==> config.mk <==
export PLATFORM = sky130hd
export DESIGN_NAME = voice_allocator
export DESIGN_NICKNAME = d
export VERILOG_FILES = /design/src/rtl/voice_allocator_pkg.sv /design/src/rtl/voice_allocator_picker.sv /design/src/rtl/voice_allocator.sv
export SDC_FILE = /design/constraint.sdc
export NUM_CORES = 1
export LEC_CHECK = 0
export BUFFER_PORTS_ARGS = -buffer_cell sky130_fd_sc_hd__buf_2
export CAP_MARGIN = 10
export CORE_MARGIN = 2
export CORE_UTILIZATION = 45
export DETAILED_ROUTE_END_ITERATION = 12
export PLACE_DENSITY = 0.63
export SYNTH_ARGS = -nofsm -noshare
export SYNTH_HDL_FRONTEND = slang
export SYNTH_HIERARCHICAL = 1
export SYNTH_SLANG_ARGS = --single-unit
==> constraint.sdc <==
create_clock -name clk -period 13.98 [get_ports clk]
set_input_delay 0.699 -clock clk [delete_from_list [all_inputs] [get_ports clk]]
set_output_delay 0.699 -clock clk [all_outputs]
set_load 0.05 [all_outputs]
==> src/rtl/voice_allocator_pkg.sv <==
// Shared types and constants for the voice allocator and its voice picker.
package voice_allocator_pkg;

    localparam int VOICES_DEFAULT    = 4;
    localparam int NOTE_BITS_DEFAULT = 7;
    localparam int AGE_BITS_DEFAULT  = 4;

    localparam logic [AGE_BITS_DEFAULT-1:0] AGE_MAX = '1;

    localparam int VIDX_BITS = (VOICES_DEFAULT > 1) ? $clog2(VOICES_DEFAULT) : 1;

    typedef logic [NOTE_BITS_DEFAULT-1:0] note_t;
    typedef logic [VIDX_BITS-1:0]         voice_idx_t;

    // Allocator sequencing states.
    typedef enum logic [1:0] {
        ST_IDLE,
        ST_DECIDE,
        ST_DROP,
        ST_RAISE
    } state_t;

    // How the picked voice relates to the incoming note-on.
    typedef enum logic [1:0] {
        PICK_RETRIG,
        PICK_FREE,
        PICK_RELEASE,
        PICK_STEAL
    } pick_t;

endpackage

==> src/rtl/voice_allocator_picker.sv <==
// Combinational voice selection for a note-on: retrigger, then lowest free,
// then oldest releasing, then oldest gated. Age ties go to the lowest index.
module voice_allocator_picker
    import voice_allocator_pkg::*;
#(
    parameter int VOICES    = VOICES_DEFAULT,
    parameter int NOTE_BITS = NOTE_BITS_DEFAULT,
    parameter int AGE_BITS  = AGE_BITS_DEFAULT,
    parameter int IDX_W     = (VOICES > 1) ? $clog2(VOICES) : 1
) (
    input  logic [VOICES-1:0]           gate,
    input  logic [VOICES-1:0]           active,
    input  logic [VOICES*NOTE_BITS-1:0] voice_note,
    input  logic [VOICES*AGE_BITS-1:0]  ages,
    input  logic [NOTE_BITS-1:0]        note,
    output logic [IDX_W-1:0]            target,
    output pick_t                       pick_class
);

    logic                found_retrig, found_free, found_rel;
    logic [IDX_W-1:0]    idx_retrig, idx_free, idx_rel, idx_steal;
    logic [AGE_BITS-1:0] age_rel, age_steal;
    logic                found_steal;

    // Scan every voice once, keeping the best candidate of each class.
    always_comb begin
        found_retrig = 1'b0;
        found_free   = 1'b0;
        found_rel    = 1'b0;
        found_steal  = 1'b0;
        idx_retrig   = '0;
        idx_free     = '0;
        idx_rel      = '0;
        idx_steal    = '0;
        age_rel      = '0;
        age_steal    = '0;
        for (int i = 0; i < VOICES; i++) begin
            if (gate[i] && voice_note[i*NOTE_BITS +: NOTE_BITS] == note && !found_retrig) begin
                found_retrig = 1'b1;
                idx_retrig   = IDX_W'(i);
            end
            if (!gate[i] && !active[i] && !found_free) begin
                found_free = 1'b1;
                idx_free   = IDX_W'(i);
            end
            // Strict compare keeps the lowest index on an age tie.
            if (!gate[i] && active[i] && (!found_rel || ages[i*AGE_BITS +: AGE_BITS] > age_rel)) begin
                found_rel = 1'b1;
                idx_rel   = IDX_W'(i);
                age_rel   = ages[i*AGE_BITS +: AGE_BITS];
            end
            if (gate[i] && (!found_steal || ages[i*AGE_BITS +: AGE_BITS] > age_steal)) begin
                found_steal = 1'b1;
                idx_steal   = IDX_W'(i);
                age_steal   = ages[i*AGE_BITS +: AGE_BITS];
            end
        end
    end

    // Every voice lands in exactly one class, so one of the four always exists.
    always_comb begin
        target     = idx_steal;
        pick_class = PICK_STEAL;
        if (found_retrig) begin
            target     = idx_retrig;
            pick_class = PICK_RETRIG;
        end else if (found_free) begin
            target     = idx_free;
            pick_class = PICK_FREE;
        end else if (found_rel) begin
            target     = idx_rel;
            pick_class = PICK_RELEASE;
        end
    end

endmodule

==> src/rtl/voice_allocator.sv <==
// Polyphony controller: accepts note-on/off events and drives gate and note
// for a bank of envelope voices, guaranteeing a fresh gate edge per note-on.
// Optional sustain pedal support: define VOICE_ALLOCATOR_SUSTAIN_PEDAL_EN.
module voice_allocator
    import voice_allocator_pkg::*;
#(
    parameter int VOICES    = VOICES_DEFAULT,
    parameter int NOTE_BITS = NOTE_BITS_DEFAULT,
    parameter int AGE_BITS  = AGE_BITS_DEFAULT
) (
    input  logic                        clk,
    input  logic                        reset,
    input  logic                        ev_valid,
    output logic                        ev_ready,
    input  logic                        ev_on,
    input  logic [NOTE_BITS-1:0]        ev_note,
    input  logic [VOICES-1:0]           active,
`ifdef VOICE_ALLOCATOR_SUSTAIN_PEDAL_EN
    input  logic                        sustain,
`endif
    output logic [VOICES-1:0]           gate,
    output logic [VOICES*NOTE_BITS-1:0] voice_note
);

    localparam int IDX_W = (VOICES > 1) ? $clog2(VOICES) : 1;

    state_t                     state_reg, state_next;
    logic                       on_reg;
    logic [NOTE_BITS-1:0]       note_reg;
    logic [IDX_W-1:0]           target_reg;
    logic [IDX_W-1:0]           pick_idx;
    pick_t                      pick_class;
    logic [VOICES*AGE_BITS-1:0] ages_flat;

`ifdef VOICE_ALLOCATOR_SUSTAIN_PEDAL_EN
    logic sustain_d_reg;
    logic sustain_fall;
    assign sustain_fall = sustain_d_reg & ~sustain;

    // Remember last sustain level to spot the pedal release.
    always_ff @(posedge clk or posedge reset) begin
        if (reset) sustain_d_reg <= 1'b0;
        else       sustain_d_reg <= sustain;
    end
`endif

    voice_allocator_picker #(
        .VOICES    (VOICES),
        .NOTE_BITS (NOTE_BITS),
        .AGE_BITS  (AGE_BITS),
        .IDX_W     (IDX_W)
    ) u_picker (
        .gate       (gate),
        .active     (active),
        .voice_note (voice_note),
        .ages       (ages_flat),
        .note       (note_reg),
        .target     (pick_idx),
        .pick_class (pick_class)
    );

    // FSM state register.
    always_ff @(posedge clk or posedge reset) begin
        if (reset) state_reg <= ST_IDLE;
        else       state_reg <= state_next;
    end

    // Next-state logic; the allocator only listens while idle.
    always_comb begin
        state_next = state_reg;
        ev_ready   = 1'b0;
        case (state_reg)
            ST_IDLE: begin
                ev_ready = 1'b1;
                if (ev_valid) state_next = ST_DECIDE;
            end
            ST_DECIDE: begin
                if (!on_reg)
                    state_next = ST_IDLE;
                else if (pick_class == PICK_RETRIG || pick_class == PICK_STEAL)
                    state_next = ST_DROP;
                else
                    state_next = ST_RAISE;
            end
            ST_DROP:  state_next = ST_RAISE;
            ST_RAISE: state_next = ST_IDLE;
            default:  state_next = ST_IDLE;
        endcase
    end

    // Capture the accepted event and the voice chosen for it.
    always_ff @(posedge clk or posedge reset) begin
        if (reset) begin
            on_reg     <= 1'b0;
            note_reg   <= '0;
            target_reg <= '0;
        end else begin
            if (state_reg == ST_IDLE && ev_valid) begin
                on_reg   <= ev_on;
                note_reg <= ev_note;
            end
            if (state_reg == ST_DECIDE) target_reg <= pick_idx;
        end
    end

    genvar gi;
    generate
        for (gi = 0; gi < VOICES; gi++) begin : g_voice
            logic                 v_gate_reg;
            logic [NOTE_BITS-1:0] v_note_reg;
            logic [AGE_BITS-1:0]  v_age_reg;
            logic                 is_target;
            logic                 off_hit;

            assign is_target = (target_reg == IDX_W'(gi));
            assign off_hit   = (state_reg == ST_DECIDE) && !on_reg && v_gate_reg
                               && (v_note_reg == note_reg);

            assign gate[gi]                             = v_gate_reg;
            assign voice_note[gi*NOTE_BITS +: NOTE_BITS] = v_note_reg;
            assign ages_flat[gi*AGE_BITS +: AGE_BITS]    = v_age_reg;

`ifdef VOICE_ALLOCATOR_SUSTAIN_PEDAL_EN
            logic v_held_reg;
            logic is_pick;
            assign is_pick = (pick_idx == IDX_W'(gi));

            // Gate, note and sustain-hold flag for this voice.
            always_ff @(posedge clk or posedge reset) begin
                if (reset) begin
                    v_gate_reg <= 1'b0;
                    v_note_reg <= '0;
                    v_held_reg <= 1'b0;
                end else begin
                    if (off_hit) begin
                        if (sustain) begin
                            v_held_reg <= 1'b1;
                        end else begin
                            v_gate_reg <= 1'b0;
                            v_held_reg <= 1'b0;
                        end
                    end
                    if (state_reg == ST_DECIDE && on_reg && is_pick &&
                        (pick_class == PICK_RETRIG || pick_class == PICK_STEAL))
                        v_held_reg <= 1'b0;
                    if (state_reg == ST_DROP && is_target) v_gate_reg <= 1'b0;
                    if (state_reg == ST_RAISE && is_target) begin
                        v_gate_reg <= 1'b1;
                        v_note_reg <= note_reg;
                    end
                    // Pedal release wins over anything else this cycle.
                    if (sustain_fall && v_held_reg) begin
                        v_gate_reg <= 1'b0;
                        v_held_reg <= 1'b0;
                    end
                end
            end
`else
            // Gate and note for this voice.
            always_ff @(posedge clk or posedge reset) begin
                if (reset) begin
                    v_gate_reg <= 1'b0;
                    v_note_reg <= '0;
                end else begin
                    if (off_hit) v_gate_reg <= 1'b0;
                    if (state_reg == ST_DROP && is_target) v_gate_reg <= 1'b0;
                    if (state_reg == ST_RAISE && is_target) begin
                        v_gate_reg <= 1'b1;
                        v_note_reg <= note_reg;
                    end
                end
            end
`endif

            // Saturating age: cleared on the voice just raised, bumped on the rest.
            always_ff @(posedge clk or posedge reset) begin
                if (reset) begin
                    v_age_reg <= '1;
                end else if (state_reg == ST_RAISE) begin
                    if (is_target)
                        v_age_reg <= '0;
                    else if (v_age_reg != {AGE_BITS{1'b1}})
                        v_age_reg <= v_age_reg + 1'b1;
                end
            end
        end
    endgenerate

endmodule
==> run metrics <==
vias in the first global route 3356; max_cap viols 0; RSZ-0062 raised after global routing no; gr ovfl total 0; max-slew violations 0; CP Max Fanout 15; latest clock arrival within the worst-skew pair approximately 0.34 ns; endpoints failing setup 0; post-DR wirelength/cell 16.4 um; Final WS setup between 8 and 9 ns; most frequent CP cell o21ai_0; FP Rows 35; Tot GR Track Use 0.209; syn nets 502; critical path cell sequence nor2b_1 -> nand2_1 -> ha_1 -> o21ai_0 -> a21oi_1 -> o21ai_0 -> a21oi_1 -> a22oi_1 -> ha_1 -> o21ai_0 -> a21oi_1 -> nor3_2 -> nor3_4 -> mux2_2 -> ha_1 -> a211oi_1 -> o21ai_0 -> o221ai_1 -> a31oi_1 -> o21ba_2 -> o31a_1 -> mux2_2; R2R depth 22; slowest CP cell dfrtp_1; Worst Clk Skew 0.0119 ns; I/O Buffers 47; fmax around 190 MHz; initial core utilization 0.468; Synth Warn # 6; worst path bufs/invs 0; Synth Cell Area 4360 um2; CTS root buf clkbuf_8; via count ~3500; Cell Count Post-Placement 610; IO Pins 48; largest net degree at the start of global routing 61; antenna viol nets, final 0; H-tree depth 3; area grow syn2layout 10.8%; Die ar. 10500 um2; top-count cell post-synth xnor2_1; Mapped Cells ~460; DR pass1 iterations 4; Die W 102 um; CTS tree yes; Crit Path Class flip-flop to flip-flop; Via density 5.52; clk sink count 60; syn_area_per_cell around 9.5 um2; Tmin final 5.39 ns; hold crit path type flip-flop to flip-flop; fin crit share 0.386; Core Util, Final 0.519; crit path capture type flip-flop; Main synth FF type dfrtp_1; initial antenna violation count 0; max FFs per register 28; Hold Fails Final Rpt 0; antenna cell count 0; drt initial violations 208; dpl ws 8.50 ns; hold path depth 2; first-pass GRT wire length approximately 17000 um; sequential-to-total area share from yosys stat 0.349; Clk pin slew, worst setup/hold paths 0.07 ns; run status complete, no violations; HPWL after DPL 7540 um; core footprint 9330 um2; synth top area cells dfrtp_1, xnor2_1, dfstp_2; Die Y about 100 um; share of layout cells above drive strength 1 0.258; setup bufs post-CTS 0; largest area contributor in the netlist dfrtp_1; Slew headroom 0.492; slew of the pin with the lowest slew margin 0.762 ns; most instantiated cells after synthesis xnor2_1, nand2_1, dfrtp_1; maximum clock path buffer count 2; asr flop ratio synth 1.00; stages on the worst setup path 22; Critical Path Source Type flip-flop; NumNets Final between 500 and 600; Post-route DRC 0; cts hold-fix bufs 0; Final GP Congestion 0.884; top cell type's share of synthesized area 0.252; Post-Layout Cell Count 626; Routed WL 10300 um; Yosys reg bits 60; WP data required 14.21 ns; CTS buffer count 9; Post-synth EDFFs 0; TNS Setup 0 ns; CP delay by family, top compound AO/OA/AOI/OAI gates; post-CTS resize count 0; Worst EP arrival between 5 and 6 ns; crit-path max cell delay 0.60 ns; post-synth cell types 62
## layer usage
layer | wire [um] | track usage | part of all wire | vias to the layer above
met1 | 4860 | 0.289 | 0.47 | 1670
li1 | - | - | - | 1695
met5 | 0 | 0 | 0 | -
met2 | 4810 | 0.328 | 0.47 | 78
met4 | 187 | 0.0687 | 0.018 | 0
met3 | 414 | 0.0417 | 0.040 | 14
## stage by stage
stage | area [um2] | hold slack, ns
3_5_place_dp | 4610 | 0.516
3_3_place_gp | 4610 | 0.509
6_report | 4840 | 0.526
5_1_grt | 4840 | 0.552
2_1_floorplan | 4360 | 0.474
4_1_cts | 4840 | 0.527
## cells in the final DEF (no fill, tap or decap), types with 9 or more instances in the layout
| cell | n |
|---|---|
| a21oi_1 | 16 |
| nand4_1 | 18 |
| ha_1 | 28 |
| nand3_1 | 14 |
| nand2_1 | 52 |
| clkbuf_8 | 9 |
| buf_2 | 47 |
| dfstp_2 | 16 |
| inv_1 | 10 |
| o21ai_0 | 27 |
| xnor2_1 | 53 |
| dfrtp_1 | 44 |
| mux2_2 | 31 |
| nor2_1 | 28 |
## cells by family (layout without fill, tap and decap cells)
kind of cell	after synthesis	count (layout)	share of synthesized area
adder cells (fa/ha/maj)	28	28	0.0803
multiplexers	42	42	0.108
buffers and inverters	37	75	0.0447
flip-flops	60	60	0.349
XOR/XNOR	60	60	0.120
AO/OA/AOI/OAI	74	74	0.108
AND/OR/NAND/NOR	158	158	0.190
## area by class of cell
class | instances | area (um2)
timing repair buffer | 48 | 243
multi-input combinational | 362 | 2650
tap | 129 | 161
fill | 902 | 4490
sequential | 60 | 1520
clock inverter | 7 | 98.8
inverter | 11 | 41.3
clock buffer | 9 | 124
## worst min-delay path, cell delays in order (launching register included)
cell and delay (ns):
dfstp_2 0.41, nand2_1 0.06, o21ai_1 0.06
## final timing paths
kind	slack (ns)	endpoint	from
min in group asynchronous	0.57	g_voice[0].v_note_reg[1]	reset
hold / removal	0.53	g_voice[0].v_age_reg[0]	g_voice[0].v_age_reg[0]
setup reg to reg	8.59	target_reg[1]	g_voice[0].v_gate_reg
max in group asynchronous	12.92	g_voice[2].v_gate_reg	reset
hold reg to reg	0.53	g_voice[0].v_age_reg[0]	g_voice[0].v_age_reg[0]
setup / recovery	8.59	target_reg[1]	g_voice[0].v_gate_reg
Power is not shown: default switching activity piles up to over one toggle a cycle in this logic, so the estimate is an artifact.
